$ cat config.mk
export PLATFORM = sky130hd
export DESIGN_NAME = player_ctrl
export DESIGN_NICKNAME = d
export VERILOG_FILES = /design/src/rtl/player_ctrl.sv
export SDC_FILE = /design/constraint.sdc
export NUM_CORES = 1
export LEC_CHECK = 0
export CAP_MARGIN = 20
export CORE_MARGIN = 2
export CORE_UTILIZATION = 45
export DETAILED_ROUTE_END_ITERATION = 10
export PLACE_DENSITY_LB_ADDON = 0.08
export SYNTH_ARGS = -nofsm -noshare
export SYNTH_HDL_FRONTEND = slang
export SYNTH_SLANG_ARGS = --single-unit
$ cat constraint.sdc
create_clock -name clk -period 3 [get_ports clk]
set_clock_uncertainty 0.15 [all_clocks]
set_input_delay 0.45 -clock clk [delete_from_list [all_inputs] [get_ports clk]]
set_output_delay 0.45 -clock clk [all_outputs]
set_load 0.02 [all_outputs]
$ cat src/rtl/player_ctrl.sv
`default_nettype none
// =============================================================================
// Module  : player_ctrl
// Brief   : Player ship motion integrator and handshaked, cooled-down shot issuer.
// Rev     : 1.0  initial release
// =============================================================================
module player_ctrl #(
  parameter int TICK_DIV    = 1666667,
  parameter int X_W         = 10,
  parameter int X_MIN       = 0,
  parameter int X_MAX       = 608,
  parameter int X_RESET     = 304,
  parameter int STEP        = 4,
  parameter int SHOT_OFFSET = 14,
  parameter int COOLDOWN    = 15
) (
  input  logic           clk,
  input  logic           rst,
  input  logic           left,
  input  logic           right,
  input  logic           fire,
  input  logic           shot_ack,
  output logic           frame_tick,
  output logic [X_W-1:0] player_x,
  output logic           shot_req,
  output logic [X_W-1:0] shot_x,
  output logic           busy
);

  localparam int CNT_W = (TICK_DIV > 1) ? $clog2(TICK_DIV) : 1;
  localparam int CD_W  = (COOLDOWN > 0) ? $clog2(COOLDOWN + 1) : 1;

  localparam logic [CNT_W-1:0] c_cnt_last  = CNT_W'(TICK_DIV - 1);
  localparam logic [X_W:0]     c_left_lim  = (X_W+1)'(X_MIN + STEP);
  localparam logic [X_W:0]     c_right_lim = (X_W+1)'(X_MAX);
  localparam logic [X_W:0]     c_step      = (X_W+1)'(STEP);
  localparam logic [X_W-1:0]   c_x_min     = X_W'(X_MIN);
  localparam logic [X_W-1:0]   c_x_max     = X_W'(X_MAX);
  localparam logic [X_W-1:0]   c_x_reset   = X_W'(X_RESET);
  localparam logic [X_W-1:0]   c_offset    = X_W'(SHOT_OFFSET);
  localparam logic [CD_W-1:0]  c_cd_load   = CD_W'(COOLDOWN);

  typedef enum logic [1:0] {
    ST_IDLE = 2'd0,
    ST_REQ  = 2'd1,
    ST_COOL = 2'd2
  } state_t;

  logic           r_left_s1, r_left_s2;
  logic           r_right_s1, r_right_s2;
  logic           r_fire_s1, r_fire_s2, r_fire_prev;
  logic [1:0]     r_sync_vld;
  logic [CNT_W-1:0] r_cnt, w_cnt_nxt;
  logic           r_frame_tick;
  logic [X_W-1:0] r_player_x, w_x_nxt;
  logic [X_W:0]   w_x_ext;
  logic           r_shot_req;
  logic [X_W-1:0] r_shot_x;
  state_t         r_state, w_state_nxt;
  logic [CD_W-1:0] r_cd, w_cd_nxt;
  logic           w_capture;
  logic           w_fire_rise;

  // fire_prev stays high until s2 carries a real sample, so a button held
  // across reset release never looks like a fresh press.
  always_ff @(posedge clk) begin
    if (rst) begin
      r_left_s1   <= 1'b0;
      r_left_s2   <= 1'b0;
      r_right_s1  <= 1'b0;
      r_right_s2  <= 1'b0;
      r_fire_s1   <= 1'b0;
      r_fire_s2   <= 1'b0;
      r_fire_prev <= 1'b1;
      r_sync_vld  <= 2'b00;
    end else begin
      r_left_s1   <= left;
      r_left_s2   <= r_left_s1;
      r_right_s1  <= right;
      r_right_s2  <= r_right_s1;
      r_fire_s1   <= fire;
      r_fire_s2   <= r_fire_s1;
      r_fire_prev <= r_sync_vld[1] ? r_fire_s2 : 1'b1;
      r_sync_vld  <= {r_sync_vld[0], 1'b1};
    end
  end

  assign w_fire_rise = r_fire_s2 & ~r_fire_prev;

  always_comb begin
    w_cnt_nxt = (r_cnt == c_cnt_last) ? '0 : r_cnt + CNT_W'(1);
  end

  always_ff @(posedge clk) begin
    if (rst) begin
      r_cnt        <= '0;
      r_frame_tick <= 1'b0;
    end else begin
      r_cnt        <= w_cnt_nxt;
      r_frame_tick <= (w_cnt_nxt == c_cnt_last);
    end
  end

  // Extra bit keeps the clamp compares free of wrap-around.
  always_comb begin
    w_x_ext = {1'b0, r_player_x};
    w_x_nxt = r_player_x;
    if (r_frame_tick && r_left_s2 && !r_right_s2) begin
      w_x_nxt = (w_x_ext < c_left_lim) ? c_x_min : X_W'(w_x_ext - c_step);
    end else if (r_frame_tick && r_right_s2 && !r_left_s2) begin
      w_x_nxt = ((w_x_ext + c_step) > c_right_lim) ? c_x_max : X_W'(w_x_ext + c_step);
    end
  end

  always_ff @(posedge clk) begin
    if (rst) begin
      r_state <= ST_IDLE;
      r_cd    <= '0;
    end else begin
      r_state <= w_state_nxt;
      r_cd    <= w_cd_nxt;
    end
  end

  always_comb begin
    w_state_nxt = r_state;
    w_cd_nxt    = r_cd;
    w_capture   = 1'b0;
    case (r_state)
      ST_IDLE: begin
        if (w_fire_rise) begin
          w_state_nxt = ST_REQ;
          w_capture   = 1'b1;
        end
      end
      ST_REQ: begin
        if (shot_ack) begin
          w_state_nxt = ST_COOL;
          w_cd_nxt    = c_cd_load;
        end
      end
      ST_COOL: begin
        if (r_cd == '0) begin
          w_state_nxt = ST_IDLE;
        end else if (r_frame_tick) begin
          w_cd_nxt = r_cd - CD_W'(1);
        end
      end
      default: w_state_nxt = ST_IDLE;
    endcase
  end

  // Capture uses the pre-update position when a motion tick coincides.
  always_ff @(posedge clk) begin
    if (rst) begin
      r_player_x <= c_x_reset;
      r_shot_req <= 1'b0;
      r_shot_x   <= '0;
    end else begin
      r_player_x <= w_x_nxt;
      r_shot_req <= (w_state_nxt == ST_REQ);
      if (w_capture) begin
        r_shot_x <= r_player_x + c_offset;
      end
    end
  end

  assign frame_tick = r_frame_tick;
  assign player_x   = r_player_x;
  assign shot_req   = r_shot_req;
  assign shot_x     = r_shot_x;
  assign busy       = (r_state != ST_IDLE);

endmodule
`default_nettype wire

==> results.toml, run 1 <==
[run_status]
status = "finished clean"

[grt]
grtUsageTotal_pct = 17.6
grt_max_degree = 30
antenna_found_initial = 0
grt_pass1_wl_um = 10400
gr-total-overflow = 0
grt_pass1_vias = 2095

[timing]
finalSetupViolCount = 0
clock.fmax_mhz = 394
max_slew_margin_pct = 58.1
rsz0062_at_grt = "false"
post-route-period-util_pct = 84.7
finalHoldViolations = 0
period_minus_slack_ns = 2.54
worst_pin_slew_ns = 0.621
setup_tns_ns = 0
maxSlewViolCount = 0

[die]
die-area_um2 = 7160
die_w_um = 84.6
io_pins = 29
core-area_um2 = 6310
die_height_um = 84.6
row_count = 29
start_util_pct = 46.3

[layout]
drive_gt1_share_pct = 6.68
layout.nets = 385
n_antenna_cell = 0
final_util_pct = 52.0
stdcell_count = 451
mostFrequentLayoutCells = "55 x nor2_1, 55 x dfxtp_1, 31 x nand2_1"
syn_to_final_growth_pct = 12.4
design_area_um2 = 3290

[route]
drt-pass1-iter-count = 4
ant_nets = 0
avgViaCountPerCell = 5.41
vias = 2442
drc_errors = 0
avgRoutedWirePerCell_um = 13.7
wl_um = 6170
first_iter_violations = 141

[worst_setup_path]
timing.rr.end = "player_x[5]"
crit_cells = 8
path_buf_inv = 1
worstSetupEndpoint = "player_x[5]"
crit_path_start_kind = "register"
critical_path.cell_chain = "inv_1 -> ha_1 -> or3b_1 -> nor2_1 -> a21o_1 -> o22ai_1 -> a311oi_1 -> a31oi_1"
cpLargestDelayFamily = "compound AO/OA/AOI/OAI gates"
crit_fanout = 12
worst_setup_path_end_kind = "register"
worst_r2r_startpoint = "player_x[2]"
crit_path_top_delay_cell = "dfxtp_1"
cp.arrival_ns = 2.58
worstPathRequired_ns = 3.04
reg2reg_depth = 8
path_class = "register to register"
startpoint = "player_x[2]"
crit_path_max_incr_delay_ns = 0.44
reg2reg_slack_ns = 0.46

[clocking]
h-tree-depth = 2
cts_setup_buffers = 0
clk_path_buf_depth = 2
numCtsBuffers = 5
clock-sinks = 55
post_cts_resized = 0
clock_latency_ns = 0.30
tritoncts = "done"
clockRootBuffer = "clkbuf_8"
cts.clk_slew.worst_paths_ns = 0.10
hold_buffers = 0

[yosys]
synth.distinct_cells = 63
async_reset_ff_share_pct = 0
ys_warn_count = 0
netlist_instances = 358
synth_edf_count = 0
synth-seq-cells = 55
netlist_area_um2 = 2920
yosysSeqAreaShare_pct = 37.7
synth_flop_cell = "dfxtp_1"
synth.avg_cell_area_um2 = 8.16

[placed_design]
hpwlAfterDp_um = 4460
gp_congestion = 0.911
io_buffers = 25
place_area_um2 = 3190
dpl.cell_count = 443

[hold_path]
hp-class = "register to register"
worstHoldStart = "r_sync_vld[1]"

[power]
peakVddDrop_mv = 0.293
p_leak_nw = 1.11
power.density_nw_per_um2 = 376

[job]
cap_violations = 0
## where the power goes
group	switching [mW]	internal (mW)
sequential	0.00903	0.741
clock	0.242	0.189
combinational	0.0316	0.0233
## how the worst min path moves through the flow
stage	cells past startpoint	slack, ns	endpoint
4_1_cts	1	0.23	r_fire_prev
3_3_place_gp	1	0.19	r_fire_prev
2_1_floorplan	1	0.19	r_fire_prev
3_5_place_dp	1	0.20	r_fire_prev
6_report	1	0.23	r_fire_prev
5_1_grt	1	0.23	r_fire_prev
## registers in the layout (all words and copies together), names as in the netlist, 2 cells and up
register    count
r_sync_vld      2
shot_x          9
r_cnt          21
player_x        8
r_state         2
r_cd            4
## cell type report
type	count	area (um2)
clock buffers	6	82.6
clock inverters	2	16.3
fillers	636	3030
inverters	9	33.8
multi-input cells	272	1670
flip-flops and latches	55	1100
well taps	77	96.3
repair buffers	30	288
## metrics by stage
step,hold slack [ns],total power [mW],worst slack [ns]
6_report,0.227,1.24,0.459
2_1_floorplan,0.193,0.806,0.576
5_1_grt,0.235,1.30,0.260
3_5_place_dp,0.205,0.822,0.511
4_1_cts,0.231,1.26,0.493
3_3_place_gp,0.195,0.822,0.635
## synth_stat cells, drive strengths merged, types with 3 or more instances
cell type / count / share of area [%]
ha: 6 / 2.6
and2: 3 / 0.68
nand3: 14 / 2.6
buf: 15 / 3.2
clkbuf: 9 / 1.2
nand2: 32 / 4.2
xnor2: 17 / 5.1
xor2: 14 / 4.2
a21oi: 11 / 1.9
a31oi: 3 / 0.64
nand4b: 3 / 0.90
o21ai: 16 / 2.7
mux2i: 3 / 1.0
nor2: 55 / 7.1
a311oi: 3 / 0.90
nor4: 4 / 1.4
or3: 4 / 0.86
nand4: 10 / 2.1
nor3b: 3 / 0.94
and3: 5 / 1.3
nor3: 16 / 2.9
dfxtp: 55 / 38
a211oi: 5 / 1.3
nor2b: 9 / 1.9
nor4b: 3 / 1.1
inv: 9 / 1.2
## metal layers
metal,global-route usage [%],vias to the layer above,wire (um)
met2,25.3,70,2600
met4,4.04,0,56
met5,0,-,0
met1,27.2,1095,3150
met3,3.05,6,366
li1,-,1271,-
## logic make-up after synthesis
group                      count (synthesis)  share of synthesized area [%]
AOI/OAI and AO/OA                         58                           13.1
DFF                                       55                           37.7
xor gates and xnor gates                  31                           9.29
and+or+nand+nor                          171                           30.7
other                                      1                          0.128
muxes                                      3                           1.03
buffers and inverters                     33                           5.52
adders and majority gates                  6                           2.57
No activity file was read; power rests on OpenSTA's default activity.
==> run 2, diff against run 1 <==
==> constraint.sdc (replaced) <==
create_clock -name clk -period 2.1 [get_ports clk]
set_clock_uncertainty 0.15 [all_clocks]
set_input_delay 0.315 -clock clk [delete_from_list [all_inputs] [get_ports clk]]
set_output_delay 0.315 -clock clk [all_outputs]
set_load 0.02 [all_outputs]
==> results.toml, run 2 (same netlist as run 1, synthesis figures left out) <==
[die]
row_count = 29
core-area_um2 = 6310
io_pins = 29
start_util_pct = 46.3
die-area_um2 = 7160
die_height_um = 84.6
die_w_um = 84.6

[timing]
finalSetupViolCount = 0
finalHoldViolations = 0
period_minus_slack_ns = 2.05
maxSlewViolCount = 0
clock.fmax_mhz = 488
whs_ns = 0.224
post-route-period-util_pct = 97.6

[worst_setup_path]
worstPathRequired_ns = 1.63
path_class = "register to output port"
crit_path_top_delay_cell = "clkdlybuf4s50_1"
crit_path_max_incr_delay_ns = 0.59
cp.arrival_ns = 1.58
crit_path_start_kind = "register"
critical_path.cell_chain = "buf_4 -> clkdlybuf4s50_1"
cpLargestDelayFamily = "buffers and inverters"
worst_setup_path_end_kind = "output port"
path_buf_inv = 2
crit_fanout = 8

[placed_design]
io_buffers = 25
place_area_um2 = 3450
gp_congestion = 0.963
hpwlAfterDp_um = 4940
dpl.cell_count = 474

[layout]
mostFrequentLayoutCells = "54 x nor2_1, 48 x dfxtp_1, 38 x buf_4"
drive_gt1_share_pct = 18.2
multi_input_area_um2 = 1720
fill_cells = 600
final_common_cell = "nor2_1"
largest_register_ffs = 21
design_area_um2 = 3600
top_register = "r_cnt"
syn_to_final_growth_pct = 23.1
final_util_pct = 57.0
stdcell_count = 484
n_antenna_cell = 0
final-seq-area_um2 = 1110
layout.nets = 418

[route]
ant_nets = 0
first_iter_violations = 139
drt-pass1-iter-count = 4
drc_errors = 0
avgViaCountPerCell = 5.37
wl_um = 6680
vias = 2601
avgRoutedWirePerCell_um = 13.8

[clocking]
clockRootBuffer = "clkbuf_8"
tritoncts = "done"
numCtsBuffers = 5
clock-sinks = 55
cts.clk_slew.worst_paths_ns = 0.11
hold_buffers = 0
h-tree-depth = 2
clock_latency_ns = 0.31
clk_path_buf_depth = 2

[power]
peakVddDrop_mv = 0.276
p_leak_nw = 1.27
power.density_nw_per_um2 = 493

[grt]
busiest_layer = "met2"
grtUsageTotal_pct = 18.5
gr-total-overflow = 0
met3_usage_pct = 2.95
antenna_found_initial = 0
use_met1_pct = 23.4
grt_max_degree = 30
grt_pass1_wl_um = 10800
met2_usage_pct = 31.9
grt_pass1_vias = 2329

[job]
cap_violations = 0

[run_status]
status = "finished clean"

[hold_path]
hp-class = "register to register"
[run 2: changes by cell type in the layout (fill, tap and decap cells not counted), sizes merged]
cell	delta
clkinv	-1
inv	+1
buf	+33
clkbuf	-1
clkinvlp	+1
[run 2: through the flow]
step | power (mW) | setup WS [ns] | TNS (ns)
final | 1.77 | 0.0509 | 0
after global routing | 1.83 | -0.00938 | -0.00938
after CTS | 1.78 | 0.0240 | 0
after detailed placement | 1.18 | 0.0602 | 0
after global placement | 1.18 | 0.0475 | 0
after floorplan | 1.15 | 0.00585 | 0
[run 2: final timing paths]
path | start | to | slack [ns] | depth (start not counted)
hold reg to reg | r_sync_vld[1] | r_fire_prev | 0.22 | 1
setup reg to reg | r_cnt[1] | frame_tick | 0.12 | 7
hold / removal | r_sync_vld[1] | r_fire_prev | 0.22 | 1
setup / recovery | player_x[7] | player_x[7] | 0.05 | 2
[run 2: what timing repair did]
action / in CTS / in global routing
setup endpoints to repair: 1 / 2
pin swaps: 0 / 3
buffers inserted: 0 / 2
resized for setup: 1 / 11
[run 2: cell type report]
| type | instances | share of cell area [%] |
|---|---|---|
| timing repair buffer | 63 | 14.9 |
| sequential | 55 | 30.9 |
| tap | 77 | 2.68 |
| clock buffer | 5 | 1.91 |
| multi-input combinational | 272 | 47.9 |
| inverter | 9 | 1.01 |
| clock inverter | 3 | 0.661 |
[run 2: report_power, final]
group / switching (mW) / total [mW] / leakage [nW] / internal (mW)
sequential: 0.0124 / 1.07 / 0.448 / 1.06
clock: 0.376 / 0.615 / 0.0408 / 0.240
combinational: 0.0502 / 0.0882 / 0.782 / 0.0380
total: 0.438 / 1.77 / 1.27 / 1.34
[run 2: worst reg2reg max path, cell delays in order, from the launching register on]
cell and delay (ns):
dfxtp_1 0.36, buf_4 0.14, nand2_2 0.06, or3_1 0.30, a211o_1 0.29, a22o_1 0.19
nor4b_1 0.23, and4bb_1 0.21
[run 2: layer usage]
layer,vias up,wire length (um)
li1,1335,-
met3,10,270
met1,1197,3140
met2,59,3180
met5,-,0
met4,0,95
